**config.mk**
```make
export PLATFORM = sky130hd
export DESIGN_NAME = vga_pixel_prefetch
export DESIGN_NICKNAME = d
export VERILOG_FILES = /design/src/rtl/vga_pixel_prefetch_pkg.sv /design/src/rtl/vga_pixel_prefetch_pixel_fifo.sv /design/src/rtl/vga_pixel_prefetch.sv
export SDC_FILE = /design/constraint.sdc
export NUM_CORES = 1
export LEC_CHECK = 0
export ABC_AREA = 1
export CORE_ASPECT_RATIO = 2
export CORE_MARGIN = 8
export CORE_UTILIZATION = 55
export CTS_BUF_LIST = sky130_fd_sc_hd__clkbuf_8
export DETAILED_ROUTE_END_ITERATION = 12
export HOLD_SLACK_MARGIN = 0.06
export PLACE_DENSITY_LB_ADDON = 0.1
export SYNTH_ARGS = -nofsm -noshare
export SYNTH_HDL_FRONTEND = slang
export SYNTH_HIERARCHICAL = 1
export SYNTH_SLANG_ARGS = --single-unit
```
**constraint.sdc**
```tcl
create_clock -name clk133_p -period 4.37 [get_ports clk133_p]
set_clock_uncertainty 0.1 [all_clocks]
set_input_delay 0.437 -clock clk133_p [delete_from_list [all_inputs] [get_ports clk133_p]]
set_output_delay 0.437 -clock clk133_p [all_outputs]
set_load 0.1 [all_outputs]
```
**src/rtl/vga_pixel_prefetch_pkg.sv**
```systemverilog
// rtl/vga_pixel_prefetch_pkg.sv - shared types and constants for the VGA pixel prefetch stage
package vga_pixel_prefetch_pkg;

    typedef enum logic [1:0] {
        ST_IDLE    = 2'd0,
        ST_REQ     = 2'd1,
        ST_WAIT    = 2'd2,
        ST_DISCARD = 2'd3
    } fetch_state_t;

    localparam int H_ACTIVE        = 640;
    localparam int V_ACTIVE        = 480;
    localparam int FRAME_WORDS_VGA = H_ACTIVE * V_ACTIVE;
    localparam int INDEX_W         = 19;

    localparam logic [15:0] UNDERFLOW_COLOR = 16'hF800;

    // Word address of a frame index; the 24-bit sum wraps at the top of DDR.
    function automatic logic [23:0] frame_addr(input logic [23:0] base, input logic [INDEX_W-1:0] index);
        return base + {{(24-INDEX_W){1'b0}}, index};
    endfunction

endpackage

```
**src/rtl/vga_pixel_prefetch_pixel_fifo.sv**
```systemverilog
// rtl/vga_pixel_prefetch_pixel_fifo.sv - single-clock pixel FIFO with registered read data
module vga_pixel_prefetch_pixel_fifo #(
    parameter int DW = 16,
    parameter int AW = 4
) (
    input  logic          clk,
    input  logic          rst,
    input  logic          flush,
    input  logic          wr,
    input  logic [DW-1:0] wdata,
    input  logic          rd,
    output logic [DW-1:0] rdata,
    output logic [AW:0]   level,
    output logic          empty,
    output logic          full
);

    logic [DW-1:0] mem [2**AW];
    logic [AW-1:0] wr_ptr;
    logic [AW-1:0] rd_ptr;
    logic          do_rd;
    logic          do_wr;

    // A read of an empty FIFO is a no-op, so a same-cycle write into an empty FIFO is kept.
    assign empty = (level == '0);
    assign full  = (level == (AW+1)'(2**AW));
    assign do_rd = rd && !empty;
    assign do_wr = wr && (!full || do_rd);

    // Storage array, no reset needed.
    always_ff @(posedge clk) begin
        if (do_wr && !flush) begin
            mem[wr_ptr] <= wdata;
        end
    end

    // Pointers, occupancy and the registered head word.
    always_ff @(posedge clk or posedge rst) begin
        if (rst) begin
            wr_ptr <= '0;
            rd_ptr <= '0;
            level  <= '0;
            rdata  <= '0;
        end else if (flush) begin
            wr_ptr <= '0;
            rd_ptr <= '0;
            level  <= '0;
        end else begin
            if (do_wr) begin
                wr_ptr <= wr_ptr + 1'b1;
            end
            if (do_rd) begin
                rd_ptr <= rd_ptr + 1'b1;
                rdata  <= mem[rd_ptr];
            end
            level <= level + (AW+1)'(do_wr) - (AW+1)'(do_rd);
        end
    end

endmodule

```
**src/rtl/vga_pixel_prefetch.sv**
```systemverilog
// rtl/vga_pixel_prefetch.sv - DDR frame buffer prefetcher feeding VGA scan-out
module vga_pixel_prefetch
    import vga_pixel_prefetch_pkg::*;
#(
    parameter logic [23:0] FRAME_BASE  = 24'h000000,
    parameter int          FRAME_WORDS = FRAME_WORDS_VGA,
    parameter int          FIFO_AW     = 4,
    parameter int          TIMEOUT     = 63
) (
    input  logic               clk133_p,
    input  logic               rst,
    input  logic               frameStart,
    output logic               readRequest,
    output logic [23:0]        readAddress,
    input  logic               readValid,
    input  logic [15:0]        readData,
    input  logic               pixelRead,
    output logic [15:0]        pixelData,
    output logic [FIFO_AW:0]   fifoLevel,
    output logic               underflow,
    output logic               frameDone
);

    localparam logic [INDEX_W-1:0] LAST_INDEX = INDEX_W'(FRAME_WORDS);
    localparam logic [7:0]         TO_LIMIT   = 8'(TIMEOUT);

    fetch_state_t       state;
    logic [INDEX_W-1:0] index;
    logic [7:0]         tcnt;
    logic               fifo_wr;
    logic               fifo_rd;
    logic               fifo_empty;
    logic               fifo_full;
    logic [15:0]        fifo_rdata;
    logic               pix_uf;

    // frameStart wins over any same-cycle write or read.
    assign fifo_wr   = (state == ST_WAIT) && readValid && !frameStart;
    assign fifo_rd   = pixelRead && !frameStart;
    assign pixelData = pix_uf ? UNDERFLOW_COLOR : fifo_rdata;

    vga_pixel_prefetch_pixel_fifo #(
        .DW (16),
        .AW (FIFO_AW)
    ) u_pixel_fifo (
        .clk   (clk133_p),
        .rst   (rst),
        .flush (frameStart),
        .wr    (fifo_wr),
        .wdata (readData),
        .rd    (fifo_rd),
        .rdata (fifo_rdata),
        .level (fifoLevel),
        .empty (fifo_empty),
        .full  (fifo_full)
    );

    // Fetch FSM: one outstanding single-word read, reissued on timeout.
    always_ff @(posedge clk133_p or posedge rst) begin
        if (rst) begin
            state       <= ST_IDLE;
            index       <= '0;
            tcnt        <= '0;
            readRequest <= 1'b0;
            readAddress <= FRAME_BASE;
            frameDone   <= 1'b1;
        end else begin
            readRequest <= 1'b0;
            if (frameStart) begin
                index     <= '0;
                frameDone <= 1'b0;
                case (state)
                    ST_IDLE:    state <= ST_IDLE;
                    // The request pulse is already out, so its reply must be dropped.
                    ST_REQ: begin
                        tcnt  <= '0;
                        state <= ST_DISCARD;
                    end
                    default:    state <= ST_DISCARD;
                endcase
            end else begin
                case (state)
                    ST_IDLE: begin
                        if (!frameDone && !fifo_full) begin
                            state       <= ST_REQ;
                            readRequest <= 1'b1;
                            readAddress <= frame_addr(FRAME_BASE, index);
                        end
                    end
                    ST_REQ: begin
                        tcnt  <= '0;
                        state <= ST_WAIT;
                    end
                    ST_WAIT: begin
                        if (readValid) begin
                            index <= index + 1'b1;
                            if (index + 1'b1 == LAST_INDEX) begin
                                frameDone <= 1'b1;
                            end
                            state <= ST_IDLE;
                        end else if (tcnt + 8'd1 == TO_LIMIT) begin
                            state       <= ST_REQ;
                            readRequest <= 1'b1;
                        end else begin
                            tcnt <= tcnt + 8'd1;
                        end
                    end
                    default: begin
                        if (readValid || (tcnt + 8'd1 == TO_LIMIT)) begin
                            state <= ST_IDLE;
                        end else begin
                            tcnt <= tcnt + 8'd1;
                        end
                    end
                endcase
            end
        end
    end

    // Sticky underflow flag and the per-read source select for pixelData.
    always_ff @(posedge clk133_p or posedge rst) begin
        if (rst) begin
            underflow <= 1'b0;
            pix_uf    <= 1'b0;
        end else if (frameStart) begin
            underflow <= 1'b0;
        end else if (pixelRead) begin
            if (fifo_empty) begin
                underflow <= 1'b1;
                pix_uf    <= 1'b1;
            end else begin
                pix_uf <= 1'b0;
            end
        end
    end

endmodule
```
## Word level (Yosys, flattened, before mapping)

Memories as Yosys holds them, arrays and structs flattened. A register that Yosys moved wholly into a read port is not among the register bits.
Index checks and enable logic that the tools add are counted.

| cells by class | value |
|---|---|
| $add $sub $neg | 6 |
| equal/unequal tests | 12 |
| multiplexer cells | 37 |
| bitwise gates (word level) | 1 |
| reductions and logical operators | 31 |

Operator list:

| cell | count |
|---|---|
| 19-bit 2-to-1 mux | 3 |
| 8-bit 2-to-1 mux | 5 |
| 8-bit case mux with 3 select lines | 1 |
| 19-bit by 1-bit adder with 19-bit output (second input constant) | 1 |
| 19-bit equality test (second input constant) | 1 |
| 16-bit 2-to-1 mux | 1 |
| 4-bit 2-to-1 mux | 4 |
| 1-bit 2-to-1 mux | 14 |
| 2-bit nonzero test | 7 |
| 2-bit 2-to-1 mux | 6 |
| 3-bit inequality test (second input constant) | 3 |
| 3-bit AND reduction | 3 |
| 4-bit by 1-bit adder with 4-bit output (second input constant) | 2 |
| 8-bit by 1-bit adder with 8-bit output (second input constant) | 1 |
| 8-bit by 6-bit equality test with 1-bit output (second input constant) | 1 |
| 2-bit AND reduction | 4 |
| 1-bit logical AND | 7 |
| 2-bit case mux with 3 select lines | 1 |
| 5-bit by 1-bit adder with 5-bit output | 1 |
| 5-bit equality test (second input constant) | 1 |
| 5-bit logical NOT | 1 |
| 5-bit 2-to-1 mux | 1 |
| 5-bit AND reduction | 1 |
| 5-bit nonzero test | 1 |
| other kinds (12) | 16 |

| word-level totals | value |
|---|---|
| register bits | 65 |
| memory bits (writable) | 256 |
| bits of input ports | 21 |
| logic and storage cells | 99 |
| memories | 1 |

Memory list:

| memory | depth | width | rd ports | clocked after Yosys merged registers in | wr ports | RTL line | RTL |
|---|---|---|---|---|---|---|---|
| u_pixel_fifo.mem | 16 | 16 | 1 | 1 | 1 | vga_pixel_prefetch_pixel_fifo.sv:18 | `logic [DW-1:0] mem [2**AW];` |

## Longest topological paths before layout

| logic depth | value |
|---|---|
| depth after elaboration | 8 |
| gate-level depth with buffers | 15 |

## Modules after synthesis

Netlist, hierarchy kept.

By module, submodules not included:

| module | times used | cells each | area an instance (um2) | sequential area each (um2) |
|---|---|---|---|---|
| vga_pixel_prefetch_pixel_fifo | 1 | 1220 | 12409.4 | 8413.1 |
| vga_pixel_prefetch | 1 | 398 | 2907.8 | 1302.5 |

## Worst setup path before layout

Ideal clock, no wire load.

| path | value |
|---|---|
| path kind | reg2reg |
| start point | register u_pixel_fifo.level[2] |
| end point | memory u_pixel_fifo.mem[1][0] (enable) |
| arrival time | 3.037 ns |
| path slack | 0.824 ns |
| cell stages (with the launch flop) | 10 |
| period minus slack after synthesis | 3.546 ns |
| cell sequence | dfrtp_1 > inv_1 > ha_1 > nand3_1 > nor2_1 > nand2_1 > nand2_1 > nor2_1 > inv_1 > nor3_1 |

| between the ends | value |
|---|---|
| elaborated cells between the ends (all ways) | 10 |
| classes of those cells | eq/ne: 1; mux: 2; reduce/logical: 7 |

RTL lines:

| item | RTL line | RTL |
|---|---|---|
| start, declared | vga_pixel_prefetch_pixel_fifo.sv:13 | `output logic [AW:0] level,` |
| start signal, assigned | vga_pixel_prefetch_pixel_fifo.sv:56 | `level <= level + (AW+1)'(do_wr) - (AW+1)'(do_rd);` |
| 5-bit equality test | vga_pixel_prefetch_pixel_fifo.sv:26 | `assign full = (level == (AW+1)'(2**AW));` |
| via fifo_full | vga_pixel_prefetch.sv:33 | `logic fifo_full;` |
| 1-bit logical NOT | vga_pixel_prefetch_pixel_fifo.sv:28 | `assign do_wr = wr && (!full \|\| do_rd);` |
| 1-bit logical OR | vga_pixel_prefetch_pixel_fifo.sv:28 |  |
| 1-bit logical AND | vga_pixel_prefetch_pixel_fifo.sv:28 |  |
| 1-bit logical AND | vga_pixel_prefetch_pixel_fifo.sv:32 | `if (do_wr && !flush) begin` |
| 1-bit 2-to-1 mux | vga_pixel_prefetch_pixel_fifo.sv:32 |  |
| 1-bit 2-to-1 mux (not written as such) | vga_pixel_prefetch_pixel_fifo.sv:33 | `mem[wr_ptr] <= wdata;` |
| end, declared | vga_pixel_prefetch_pixel_fifo.sv:18 |  |

The timed path passes the listed nets, and every way through them passes these cells.

## Worst setup path in the final report

| path | value |
|---|---|
| start point | register pix_uf |
| end point | output pixelData[15] |

| between the ends | value |
|---|---|
| cells in the longest elaborated chain, start to end | 1 |

Ends and longest elaborated chain:

| item | RTL line | RTL |
|---|---|---|
| start, declared | vga_pixel_prefetch.sv:35 | `logic pix_uf;` |
| start signal, assigned | vga_pixel_prefetch.sv:124 | `pix_uf <= 1'b0;` |
| start signal, assigned | vga_pixel_prefetch.sv:130 | `pix_uf <= 1'b1;` |
| start signal, assigned | vga_pixel_prefetch.sv:132 | `pix_uf <= 1'b0;` |
| 16-bit 2-to-1 mux | vga_pixel_prefetch.sv:40 | `assign pixelData = pix_uf ? UNDERFLOW_COLOR : fifo_rdata;` |
| end, declared | vga_pixel_prefetch.sv:18 | `output logic [15:0] pixelData,` |

Every way passes these cells.

==> impl_results.md <==
* CP Class: reg -> out
* Post-DRT Antenna Nets at 0
* CTS tree: built
* Cts repair resizes at 0
* Hold crit path type: in -> async
* Clock tree buffer depth at 3
* Crit path DAT at between 2000 and 3000 ps
* Final period util at 0.748
* Number of synthesized flops with an enable pin at 256
* Clock net sink count at 337
* Die footprint at 0.0338 sq mm
* Max-slew headroom at 0.285
* Top FF cell, synth: edfxtp_1
* Core Region at 0.0274 sq mm
* Vias in the first global route at 11.4k
* Initial Utilization at 0.558
* Final Cell Area at 0.0174 sq mm
* Top post-synthesis cells by count: nand2_1, inv_1, edfxtp_1, nand3_1, dfrtp_1
* Setup TNS at 0 ps
* Clock-pin slew on the worst setup and hold paths at 70 ps
* Pleak at 0.00761 uW
* Worst R2R Start: u_pixel_fifo/rd_ptr[0]$_DFFE_PP0P_
* Syn_area_per_cell at 9.47 sq um
* Finish-stage setup viols at 0
* Top cells by area, synth: edfxtp_1, dfrtp_1, nand2_1
* Worst Max-Slew Pin Slew at 1070 ps
* Maximum operating frequency at 306 MHz
* DRC at 0
* Synth cell types at 39
* Cell Area, Synth at 0.0153 sq mm
* Max Transition Viols Final at 0
* Grt ovf at 0
* Cts hold-fix bufs at 0
* Unrepaired setup endpoints after global routing: false
* Drt wl/cell at between 15 and 20 um
* Crit Path Max Fanout at 17
* Post-DP HPWL at 24.8 mm
* Clock latency on the worst-skew pair at about 580 ps
* DR vias/cell at 5.31
* Final GP Congestion at a little under 0.9
* Worst vdd ir at 0.435 mV
* Post-CTS Setup Bufs at 0
* Sequential area share after synthesis at 0.634
* Design Power at approximately 8700 uW
* Post-Synthesis Cells at 1618
* Result of the run: complete, no violations
* Critical Path Start Type: flop
* Total GRT Usage at 0.232
* Min Tclk post-route at ~3300 ps
* Reg2reg end: u_pixel_fifo/rdata[5]$_DFFE_PP0P_
* Die Span Y at 252 um
* Htree depth at 2
* Area grow syn2layout at 13.6%
* Pin count of the biggest net entering global routing at 91
* Critical path endpoint category: output pin
* Hold Worst Slack at about 200 ps
* Initial drt markers at between 700 and 800
* Drt first pass iters at 6
* Yosys top cell by area: edfxtp_1
* Max cap viols at 0
* Antenna Cells at 0
* First-pass GRT wire length at 60.7 mm
* Rows at 86
* Worst Path Required at about 3800 ps
* Num CTS Buffers at 46
* Total I/O pin count at 69
* IO buf count at 63
* Placed inst area at 0.0164 sq mm
* # fillers at roughly 2.3k
* Util after Layout at 0.634
* Post-synth ARST share at 0.240
* Chip width at 134 um
* FF+latch count, synth at 337
* Final Hold Fails at 0
* PD cells at ~500 mW/mm^2
* NumNets Final at ~1.7k
* Syn. warnings at 6
* Yosys top cell area share at 0.502
* Flop-to-flop setup slack at 1430 ps
* Fraction of layout cells with a size suffix above 1 at 0.0892
* Cell with the most instances after synthesis: nand2_1
* CTS Root Cell: clkbuf_8
* WL final at 38.3 mm
* R2R cell count at 10
* Initial antenna violation count at 0
* DR vias at 11.1k
## area by class of cell
cell class | count | area (sq um) | area share
clock buffers | 55 | 757 | 0.0435
well taps | 352 | 440 | 0.0253
multi-input cells | 950 | 4340 | 0.250
repair buffers | 100 | 921 | 0.0529
clock inverters | 30 | 210 | 0.0121
flip-flops and latches | 337 | 9720 | 0.559
inverters | 266 | 1000 | 0.0576
## sequential cells by signal (all words and copies together), names as in the netlist
name and count:
tcnt 8, readAddress 19, readRequest 1, state 2, u_pixel_fifo/rdata 16, underflow 1
u_pixel_fifo/mem 256, u_pixel_fifo/rd_ptr 4, index 19, u_pixel_fifo/level 5, pix_uf 1, u_pixel_fifo/wr_ptr 4
frameDone 1
## worst max-delay path: stages (launching register included)
cell	delay [ps]
dfrtp_1	760
or2_2	230
clkdlybuf4s50_1	1160
## power breakdown
part / internal (uW) / leakage [uW] / total [uW] / switching [uW]
registers: 3600 / 0.00339 / 3750 / 141
clock network: 1330 / 0.000551 / 2510 / 1180
logic: 586 / 0.00367 / 2450 / 1860
## cell families after synthesis
family	count (synthesis)	share of synthesized area
and+or+nand+nor	856	0.238
DFF	337	0.634
buffers and inverters	335	0.0876
AOI/OAI and AO/OA	66	0.0232
adders and majority gates	14	0.0119
xor gates and xnor gates	9	0.00515
other	1	0.000245
## worst max-delay path by stage
stage	from	end	slack [ps]	cells past startpoint
finish	pix_uf$_DFFE_PP0P_	pixelData[15]	1100	2
floorplan	u_pixel_fifo/level[2]$_DFF_PP0_	u_pixel_fifo/mem[1][0]$_DFFE_PP_	820	9
global placement	frameStart	u_pixel_fifo/mem[10][7]$_DFFE_PP_	1140	9
global route	pix_uf$_DFFE_PP0P_	pixelData[15]	1010	2
CTS	pix_uf$_DFFE_PP0P_	pixelData[15]	1040	2
detailed placement	frameStart	u_pixel_fifo/mem[10][8]$_DFFE_PP_	1100	9
## metal layers
layer  vias up  routed length (um)  GRT usage
li1       5346                   -          -
met1      5364               14000      0.245
met2       299               21100      0.439
met3        93                1710     0.0325
met4         0                1530      0.113
met5         -                   0          0
## cell usage in the layout (no fill, tap or decap), drive strengths merged, types with 5 or more instances in the layout
cell type        n
nand2          519
inv            276
edfxtp         256
nand3          230
dfrtp           80
nor2            76
clkdlybuf4s50   63
clkbuf          55
o21ai           46
buf             37
nor3            15
clkinv          15
ha              13
o22ai            9
nand4            9
xor2             7
a21oi            7
or2              6
conb             5
## through the flow
step / setup slack (ps) / cells
4_1_cts: 1040 / 2090
3_3_place_gp: 1140 / 2005
2_1_floorplan: 824 / 1622
5_1_grt: 1010 / 2090
6_report: 1100 / 2090
3_5_place_dp: 1100 / 2005
(Power assumes the default switching activity.)
